**src/rtl/cpu_types_pkg.sv**
```systemverilog
// Shared CPU datapath types: machine word and register index.
// Latency: n/a (types only).
// Backpressure: n/a.
package cpu_types_pkg;

    localparam int WORD_W = 32;
    localparam int REG_W  = 5;
    localparam int REG_N  = 32;

    typedef logic [WORD_W-1:0] word_t;
    typedef logic [REG_W-1:0]  regbits_t;

endpackage : cpu_types_pkg

```
**src/rtl/regfile_wb_arbiter_rr.sv**
```systemverilog
// Two-way round-robin grant for register-file writeback requesters.
// Latency: 0 cycles (grant is combinational from req/hold); last_grant updates on the granting edge.
// Backpressure: hold or reset forces gnt to 0; a requester not granted simply keeps requesting.
//
// Ports:
//   CLK, nRST   clock, asynchronous active-low reset
//   req[1:0]    per-requester valid
//   hold        suppress all grants this cycle
//   gnt[1:0]    one-hot (or zero) grant; a grant is always a completed transfer
module rr_arbiter2 (
    input  logic       CLK,
    input  logic       nRST,
    input  logic [1:0] req,
    input  logic       hold,
    output logic [1:0] gnt
);

    // 1 = requester 1 was granted most recently. Resets to 1 so requester 0
    // wins the first contention.
    logic last_grant_q;
    logic last_grant_d;

    always_ff @(posedge CLK or negedge nRST) begin
        if (!nRST) begin
            last_grant_q <= 1'b1;
        end else begin
            last_grant_q <= last_grant_d;
        end
    end

    always_comb begin
        gnt = 2'b00;
        // Grants are combinational, so they must also be masked while reset is
        // held; otherwise a requester could see ready during reset.
        if (nRST && !hold) begin
            if (req == 2'b11) begin
                gnt = last_grant_q ? 2'b01 : 2'b10;
            end else begin
                gnt = req;
            end
        end
    end

    // A grant only happens when the matching req is high, so any grant is a
    // completed transfer and is the only thing that moves the pointer.
    always_comb begin
        last_grant_d = last_grant_q;
        if (gnt[1]) begin
            last_grant_d = 1'b1;
        end else if (gnt[0]) begin
            last_grant_d = 1'b0;
        end
    end

endmodule : rr_arbiter2

```
**src/rtl/regfile_wb_arbiter.sv**
```systemverilog
// Merges pipeline WB and multicycle-unit writebacks onto one register-file write port, with a busy scoreboard.
// Latency: 1 cycle from accepted transfer to rf_WEN/rf_wsel/rf_wdat; ready and chk_busy are combinational.
// Backpressure: valid/ready per requester; loser of a contention (or anyone under hold/reset) sees ready=0 and holds its request.
//
// Ports:
//   CLK, nRST                      clock, asynchronous active-low reset
//   reqN_valid/wsel/wdat/ready     writeback request channels (0 = pipeline WB, 1 = multicycle unit)
//   rf_WEN/rf_wsel/rf_wdat         registered register-file write port
//   hold                           stall both requesters this cycle
//   flush                          clear every busy bit
//   rsv_en/rsv_sel                 reserve a destination (mark busy)
//   chk_sel1/2 -> chk_busy1/2      combinational scoreboard lookups
module regfile_wb_arbiter
    import cpu_types_pkg::*;
(
    input  logic     CLK,
    input  logic     nRST,
    input  logic     req0_valid,
    input  regbits_t req0_wsel,
    input  word_t    req0_wdat,
    output logic     req0_ready,
    input  logic     req1_valid,
    input  regbits_t req1_wsel,
    input  word_t    req1_wdat,
    output logic     req1_ready,
    output logic     rf_WEN,
    output regbits_t rf_wsel,
    output word_t    rf_wdat,
    input  logic     hold,
    input  logic     flush,
    input  logic     rsv_en,
    input  regbits_t rsv_sel,
    input  regbits_t chk_sel1,
    input  regbits_t chk_sel2,
    output logic     chk_busy1,
    output logic     chk_busy2
);

    logic [1:0] gnt;
    logic       xfer;
    regbits_t   xfer_sel;
    word_t      xfer_dat;

    logic             rf_wen_q,  rf_wen_d;
    regbits_t         rf_wsel_q, rf_wsel_d;
    word_t            rf_wdat_q, rf_wdat_d;
    logic [REG_N-1:0] busy_q,    busy_d;

    rr_arbiter2 u_rr (
        .CLK  (CLK),
        .nRST (nRST),
        .req  ({req1_valid, req0_valid}),
        .hold (hold),
        .gnt  (gnt)
    );

    assign req0_ready = gnt[0];
    assign req1_ready = gnt[1];

    assign xfer     = |gnt;
    assign xfer_sel = gnt[1] ? req1_wsel : req0_wsel;
    assign xfer_dat = gnt[1] ? req1_wdat : req0_wdat;

    // Write port: a transfer to r0 is still a transfer (select/data follow it)
    // but never raises the enable. Idle cycles keep select/data steady.
    always_comb begin
        rf_wen_d  = xfer && (xfer_sel != '0);
        rf_wsel_d = rf_wsel_q;
        rf_wdat_d = rf_wdat_q;
        if (xfer) begin
            rf_wsel_d = xfer_sel;
            rf_wdat_d = xfer_dat;
        end
    end

    // Scoreboard priority, lowest to highest: writeback clear, reservation set,
    // flush. A new producer reserving the register being written back must
    // keep it busy, and a flush discards every pending producer.
    always_comb begin
        busy_d = busy_q;
        if (xfer) begin
            busy_d[xfer_sel] = 1'b0;
        end
        if (rsv_en && (rsv_sel != '0)) begin
            busy_d[rsv_sel] = 1'b1;
        end
        if (flush) begin
            busy_d = '0;
        end
        busy_d[0] = 1'b0;
    end

    always_ff @(posedge CLK or negedge nRST) begin
        if (!nRST) begin
            rf_wen_q  <= 1'b0;
            rf_wsel_q <= '0;
            rf_wdat_q <= '0;
            busy_q    <= '0;
        end else begin
            rf_wen_q  <= rf_wen_d;
            rf_wsel_q <= rf_wsel_d;
            rf_wdat_q <= rf_wdat_d;
            busy_q    <= busy_d;
        end
    end

    assign rf_WEN  = rf_wen_q;
    assign rf_wsel = rf_wsel_q;
    assign rf_wdat = rf_wdat_q;

    assign chk_busy1 = (chk_sel1 != '0) && busy_q[chk_sel1];
    assign chk_busy2 = (chk_sel2 != '0) && busy_q[chk_sel2];

endmodule : regfile_wb_arbiter

```
**config.mk**
```make
export PLATFORM = sky130hd
export DESIGN_NAME = regfile_wb_arbiter
export DESIGN_NICKNAME = d
export VERILOG_FILES = /design/src/rtl/cpu_types_pkg.sv /design/src/rtl/regfile_wb_arbiter_rr.sv /design/src/rtl/regfile_wb_arbiter.sv
export SDC_FILE = /design/constraint.sdc
export NUM_CORES = 1
export LEC_CHECK = 0
export CAP_MARGIN = 10
export CORE_MARGIN = 1
export CORE_UTILIZATION = 46
export CTS_CLUSTER_DIAMETER = 40
export DETAILED_ROUTE_END_ITERATION = 7
export PLACE_DENSITY = 0.92
export SYNTH_ARGS = -nofsm -noshare
export SYNTH_HDL_FRONTEND = slang
export SYNTH_HIERARCHICAL = 1
export SYNTH_SLANG_ARGS = --single-unit
```
**constraint.sdc**
```tcl
create_clock -name CLK -period 2.7 [get_ports CLK]
set_clock_uncertainty 0.2 [all_clocks]
set_input_delay 0.675 -clock CLK [delete_from_list [all_inputs] [get_ports CLK]]
set_output_delay 0.675 -clock CLK [all_outputs]
set_load 0.01 [all_outputs]
```
==> results of run 1 <==
power by group:
group          total (mW)  switching (mW)  internal [mW]
clock network       0.836           0.391          0.444
registers            1.30          0.0943           1.21
logic               0.929           0.405          0.524
total                3.06           0.891           2.17
cells in the mapped netlist, types with 2 or more instances:
library cell and number:
buf_4 5, inv_1 3, mux2_2 2, a21oi_1 37, o211ai_1 2, o31ai_1 2, o21ai_0 20, nand2_1 75
clkbuf_1 11, dfrtp_1 69, nor2b_1 2, nor3b_1 5, and4b_1 3, mux4_2 9, mux2i_1 40, and3_1 2
nand2b_1 4, o21ai_1 58, buf_2 7, a31oi_1 2, nor2_1 14, buf_1 4, and3b_1 3, mux4_1 5
nor3_1 3, nand3b_1 3
critical path, delay by kind of cell:
kind | cells | cell delay [ns]
simple gates | 1 | 0.21
compound gates | 2 | 0.33
buf+inv | 2 | 0.23
mux | 1 | 0.50
routing by layer:
| metal | up-vias | part of all wire |
|---|---|---|
| met4 | 0 | 0.034 |
| li1 | 1769 | - |
| met3 | 41 | 0.097 |
| met1 | 1840 | 0.37 |
| met2 | 241 | 0.50 |
| met5 | - | 0 |
cell type report:
class                   count  area, um^2
inverters                   3        11.3
clock inverters             4        47.5
clock buffers              11         141
flip-flops and latches     70        1750
well taps                 105         131
fillers                   590        2410
repair buffers            177        1670
multi-input cells         302        2060
stage by stage:
step	worst slack, ns	total power [mW]	instance area, um^2
floorplan	-0.00697	1.63	3900
global placement	-1.04	2.19	5560
detailed placement	-1.13	2.23	5560
CTS	-0.210	3.07	5770
global route	-0.180	3.18	5810
finish	-0.113	3.06	5810
registers in the layout (all words and copies together) (netlist names):
signal / count
rf_wdat: 32
u_rr/last_grant_q: 1
busy_q: 31
rf_WEN: 1
rf_wsel: 5
what timing repair did:
item | in CTS | in global routing
resized for setup | 33 | 29
pin swaps | 1 | 4
setup endpoints to repair | 4 | 14
setup buffers | 3 | 2
cell families (layout without fill, tap and decap cells):
kind of cell,after synthesis,count (layout),synth area share
AO/OA/AOI/OAI,126,126,0.171
AND/OR/NAND/NOR,119,119,0.143
flip-flops,70,70,0.449
multiplexers,57,57,0.197
buffers and inverters,31,195,0.0388
worst paths after layout:
path,cells past startpoint,slack [ns],endpoint,start
max in group asynchronous,2,1.31,rf_WEN,nRST
hold / removal,1,0.11,u_rr/last_grant_q,nRST
setup reg to reg,6,0.44,rf_wdat[1],u_rr/last_grant_q
min in group CLK,2,0.31,rf_wsel[4],rf_wsel[4]
setup / recovery,6,-0.11,chk_busy1,chk_sel1[0]
hold reg to reg,2,0.31,rf_wsel[4],rf_wsel[4]
==> impl_metrics.tcl, run 1 <==
set metrics [dict create \
    drtPass1Iterations 5 \
    leakagePower_nw 2.34 \
    ys_ff_latch 70 \
    cts-htree-levels 3 \
    worstSkewPairLatency_ns 0.34 \
    met2_usage 0.495 \
    tightest_slew_ns 0.892 \
    finalHoldViolations 0 \
    postCtsHoldBufs 0 \
    cp_slowest_stage_delay_ns 0.50 \
    avgSynthCellArea_um2 9.68 \
    final_cell_count_no_fill 672 \
    portBuffers 137 \
    synth_edf_count 0 \
    gr-usage-all-layers 0.285 \
    grt-ovfl-total 0 \
    maxSlewHeadroom 0.405 \
    fmax_mhz 356 \
    grt_max_degree 70 \
    met3_usage 0.0777 \
    ios 138 \
    grt_pass1_wl_um 18900 \
    placedCellCount 653 \
    max_cap_violations 0 \
    synth_cell_types 39 \
    synth-async-reset-ratio 1.00 \
    timing.hold.ws_ns 0.111 \
    ant_nets 0 \
    rsz0062_at_grt "yes" \
    ir_worst_vdd_mv 0.346 \
    cts_buffers 9 \
    setup_viol 2 \
    yosysWarnings 6 \
    drive_gt1_frac 0.164 \
    synth_ff_type "dfrtp_1" \
    clock_path_buffers 2 \
    crit_slowest_cell "mux4_2" \
    synth_area_um2 3900 \
    required_ns 1.82 \
    num_vias 3891 \
    postLayoutCoreUtil 0.707 \
    end_kind "primary output" \
    final_common_cell "clkdlybuf4s50_1" \
    die_y_um 94.1 \
    crit_fanout 6 \
    start_util 0.475 \
    synth_top_area_cell "dfrtp_1" \
    dieArea_um2 8850 \
    diodes 0 \
    dpl.hpwl_um 9220 \
    synthTopCellsByArea "dfrtp_1 (44%), mux2i_1 (10%), o21ai_1 (7.4%)" \
    drc 0 \
    cts_tree "done" \
    area_growth_syn_to_layout_pct 49.0 \
    violations "setup timing" \
    postSynthCellCount 403 \
    use_met1 0.314 \
    wl_um 12500 \
    rows 33 \
    cts.root.buffer_cell "clkbuf_8" \
    coreArea_um2 8220 \
    path_class "in2out" \
    tns_ns -0.221 \
    die_w_um 94.1 \
    wl_per_cell_um 18.6 \
    mostFrequentLayoutCells "clkdlybuf4s50_1 (124), nand2_1 (74), dfrtp_1 (69)" \
    grt_pass1_vias 3908 \
    power_density_nw_per_um2 527 \
    worstPathCellList "buf_12 -> mux4_2 -> nor3b_2 -> a2111oi_2 -> a211o_1 -> buf_2" \
    fin_crit_sh 1.04 \
    setup_slack_ns -0.113 \
    run_status "finished, violations left" \
    crit_arrival_ns 1.94 \
    min_path_type "in2async" \
    clk_pin_slew_ns 0.07 \
    busiest_layer "met2" \
    yosysSeqAreaShare 0.449 \
    synth_fp_nets 499 \
    place.gp.congestion 1.09 \
    min_period_ns 2.81 \
    via_per_inst 5.79 \
    nNetsFinal 659 \
    antenna_found_initial 0 \
    worstSetupStartpointType "input pin" \
    drt_iter0_markers 283 \
    slew_violations 0 \
    synth_top_cell_area_share 0.443 \
    cts_sinks 70 \
]
Note: power is estimated with default switching activity, not from simulation.
==> inputs of run 2 (changes only) <==
--- a/config.mk
+++ b/config.mk
@@ -7,10 +7,12 @@
 export LEC_CHECK = 0
 export CAP_MARGIN = 10
 export CORE_MARGIN = 1
-export CORE_UTILIZATION = 46
+export CORE_UTILIZATION = 43
 export CTS_CLUSTER_DIAMETER = 40
 export DETAILED_ROUTE_END_ITERATION = 7
-export PLACE_DENSITY = 0.92
+export GPL_TIMING_DRIVEN = 0
+export PLACE_DENSITY = 0.87
+export RECOVER_POWER = 100
 export SYNTH_ARGS = -nofsm -noshare
 export SYNTH_HDL_FRONTEND = slang
 export SYNTH_HIERARCHICAL = 1
==> run 2 against run 1 <==
Compared with the run above:
- the run ends with hold timing, setup timing left
- highest routed layer unchanged
- hold slack got worse by 0.12 ns
- sequential cell count is the same
- worst setup slack better by 0.0065 ns
- first-iteration DRC count down 24%
- largest cell class unchanged
- count of clock-buffer cells in the layout up 1
- critical path depth did not move
- maximum frequency up 0.23%
- combinational power is 8.1% lower
==> impl_metrics.tcl, run 2 (synthesis results as in run 1) <==
set metrics [dict create \
    diodes 0 \
    largest_reg_flops 32 \
    rows 34 \
    grt_pass1_wl_um 19000 \
    leakagePower_nw 2.25 \
    ir_worst_vdd_mv 0.351 \
    worstSetupStartpointType "input pin" \
    mostFrequentLayoutCells "clkdlybuf4s50_1 (85), nand2_1 (75), dfrtp_1 (69)" \
    cts-htree-levels 3 \
    area_growth_syn_to_layout_pct 45.0 \
    r2r_start "u_rr/last_grant_q" \
    die_y_um 97.2 \
    worstRegToRegCells 8 \
    violations "hold timing, setup timing" \
    cts.root.buffer_cell "clkbuf_8" \
    setup_viol 3 \
    dpl.hpwl_um 8810 \
    reg2reg_setup_slack_ns 0.48 \
    drt_iter0_markers 216 \
    finalHoldViolations 5 \
    cts_sinks 70 \
    die_w_um 97.2 \
    fin_crit_sh 1.04 \
    rsz0062_at_grt "yes" \
    crit_fanout 6 \
    worstSkewPairLatency_ns 0.36 \
    min_path_type "in2async" \
    crit_slowest_cell "mux4_2" \
    start_util 0.445 \
    drc 0 \
    tightest_slew_ns 0.588 \
    wl_per_cell_um 18.0 \
    finalPower_mw 2.91 \
    grt-ovfl-total 0 \
    path_buf_inv 2 \
    coreArea_um2 8760 \
    crit_arrival_ns 1.93 \
    final_cell_count_no_fill 663 \
    slew_violations 0 \
    timing.hold.ws_ns -0.00842 \
    cts_buffers 9 \
    max_cap_violations 0 \
    grt_pass1_vias 3730 \
    cts_tree "done" \
    crit_family "multiplexers" \
    via_per_inst 5.62 \
    run_status "finished, violations left" \
    dieArea_um2 9450 \
    drtPass1Iterations 4 \
    min_period_ns 2.81 \
    gr-usage-all-layers 0.257 \
    antenna_found_initial 0 \
    reg2reg_to "busy_q[2]" \
    nNetsFinal 646 \
    clock_path_buffers 2 \
    grt_max_degree 74 \
    power_density_nw_per_um2 514 \
    required_ns 1.82 \
    ios 138 \
    clk_pin_slew_ns 0.08 \
    worstPathCellList "buf_12 -> mux4_2 -> mux2i_1 -> nor2_1 -> a211o_1 -> buf_2" \
    portBuffers 131 \
    num_vias 3727 \
    end_kind "primary output" \
    cp_slowest_stage_delay_ns 0.51 \
    path_class "in2out" \
    maxSlewHeadroom 0.607 \
    ant_nets 0 \
    fmax_mhz 356 \
    setup_slack_ns -0.106 \
    final_common_cell "clkdlybuf4s50_1" \
    place.gp.congestion 0.860 \
    drive_gt1_frac 0.135 \
    placedCellCount 642 \
    wl_um 11900 \
]
-- run 2: routing by layer --
metal,vias to the layer above,GRT usage,wire [um]
met5,-,0,0
met4,0,0.0928,252
met3,22,0.0892,1190
met2,177,0.450,6140
met1,1781,0.291,4350
li1,1747,-,-
-- run 2: worst reg2reg max path: stages, from the launching register on --
cell and delay (ns):
dfstp_2 0.55, inv_1 0.07, a21oi_2 0.15, clkbuf_1 0.23
nor4bb_1 0.37, a31oi_2 0.06, buf_4 0.19, o21ai_1 0.16
a21oi_1 0.09
-- run 2: timing repair --
item,4_1_cts,5_1_grt
endpoints found under the hold margin,0,0
hold buffers,0,0
resized for setup,29,33
pin swaps,4,5
setup buffers,2,3
endpoints found under the setup margin,73,63
-- run 2: power breakdown --
part	total (mW)	switching (mW)	leakage [nW]	internal, mW
Sequential	1.29	0.0881	0.905	1.20
Combinational	0.854	0.396	1.26	0.458
Clock	0.761	0.407	0.0861	0.354
-- run 2: worst max path at each step --
stage,from,endpoint,slack [ns],cells past startpoint
floorplan,chk_sel1[0],chk_busy1,-0.007,5
global placement,nRST,busy_q[18],-2.96,9
detailed placement,nRST,busy_q[2],-0.83,9
CTS,chk_sel1[0],chk_busy1,-0.13,6
global route,chk_sel1[0],chk_busy1,-0.14,6
finish,chk_sel1[0],chk_busy1,-0.11,6
-- run 2: layout make-up --
class | count | area, um^2
clock inverters | 4 | 22.5
plain buffers | 28 | 190
fillers | 677 | 3110
flip-flops and latches | 70 | 1750
repair buffers | 136 | 1340
multi-input cells | 302 | 2060
inverters | 3 | 11.3
clock buffers | 12 | 145
well taps | 108 | 135
-- run 2: stage by stage --
stage	hold WS [ns]	cell area, um^2	utilization	setup TNS (ns)	setup WS (ns)
2_1_floorplan	0.179	3900	-	-0.00697	-0.00697
3_3_place_gp	0.274	5350	0.611	-315.47	-2.96
3_5_place_dp	0.291	5350	0.610	-47.95	-0.834
4_1_cts	0.0232	5570	0.635	-0.202	-0.126
5_1_grt	0.0314	5660	0.645	-4.62	-0.145
6_report	-0.00842	5660	0.645	-0.212	-0.106
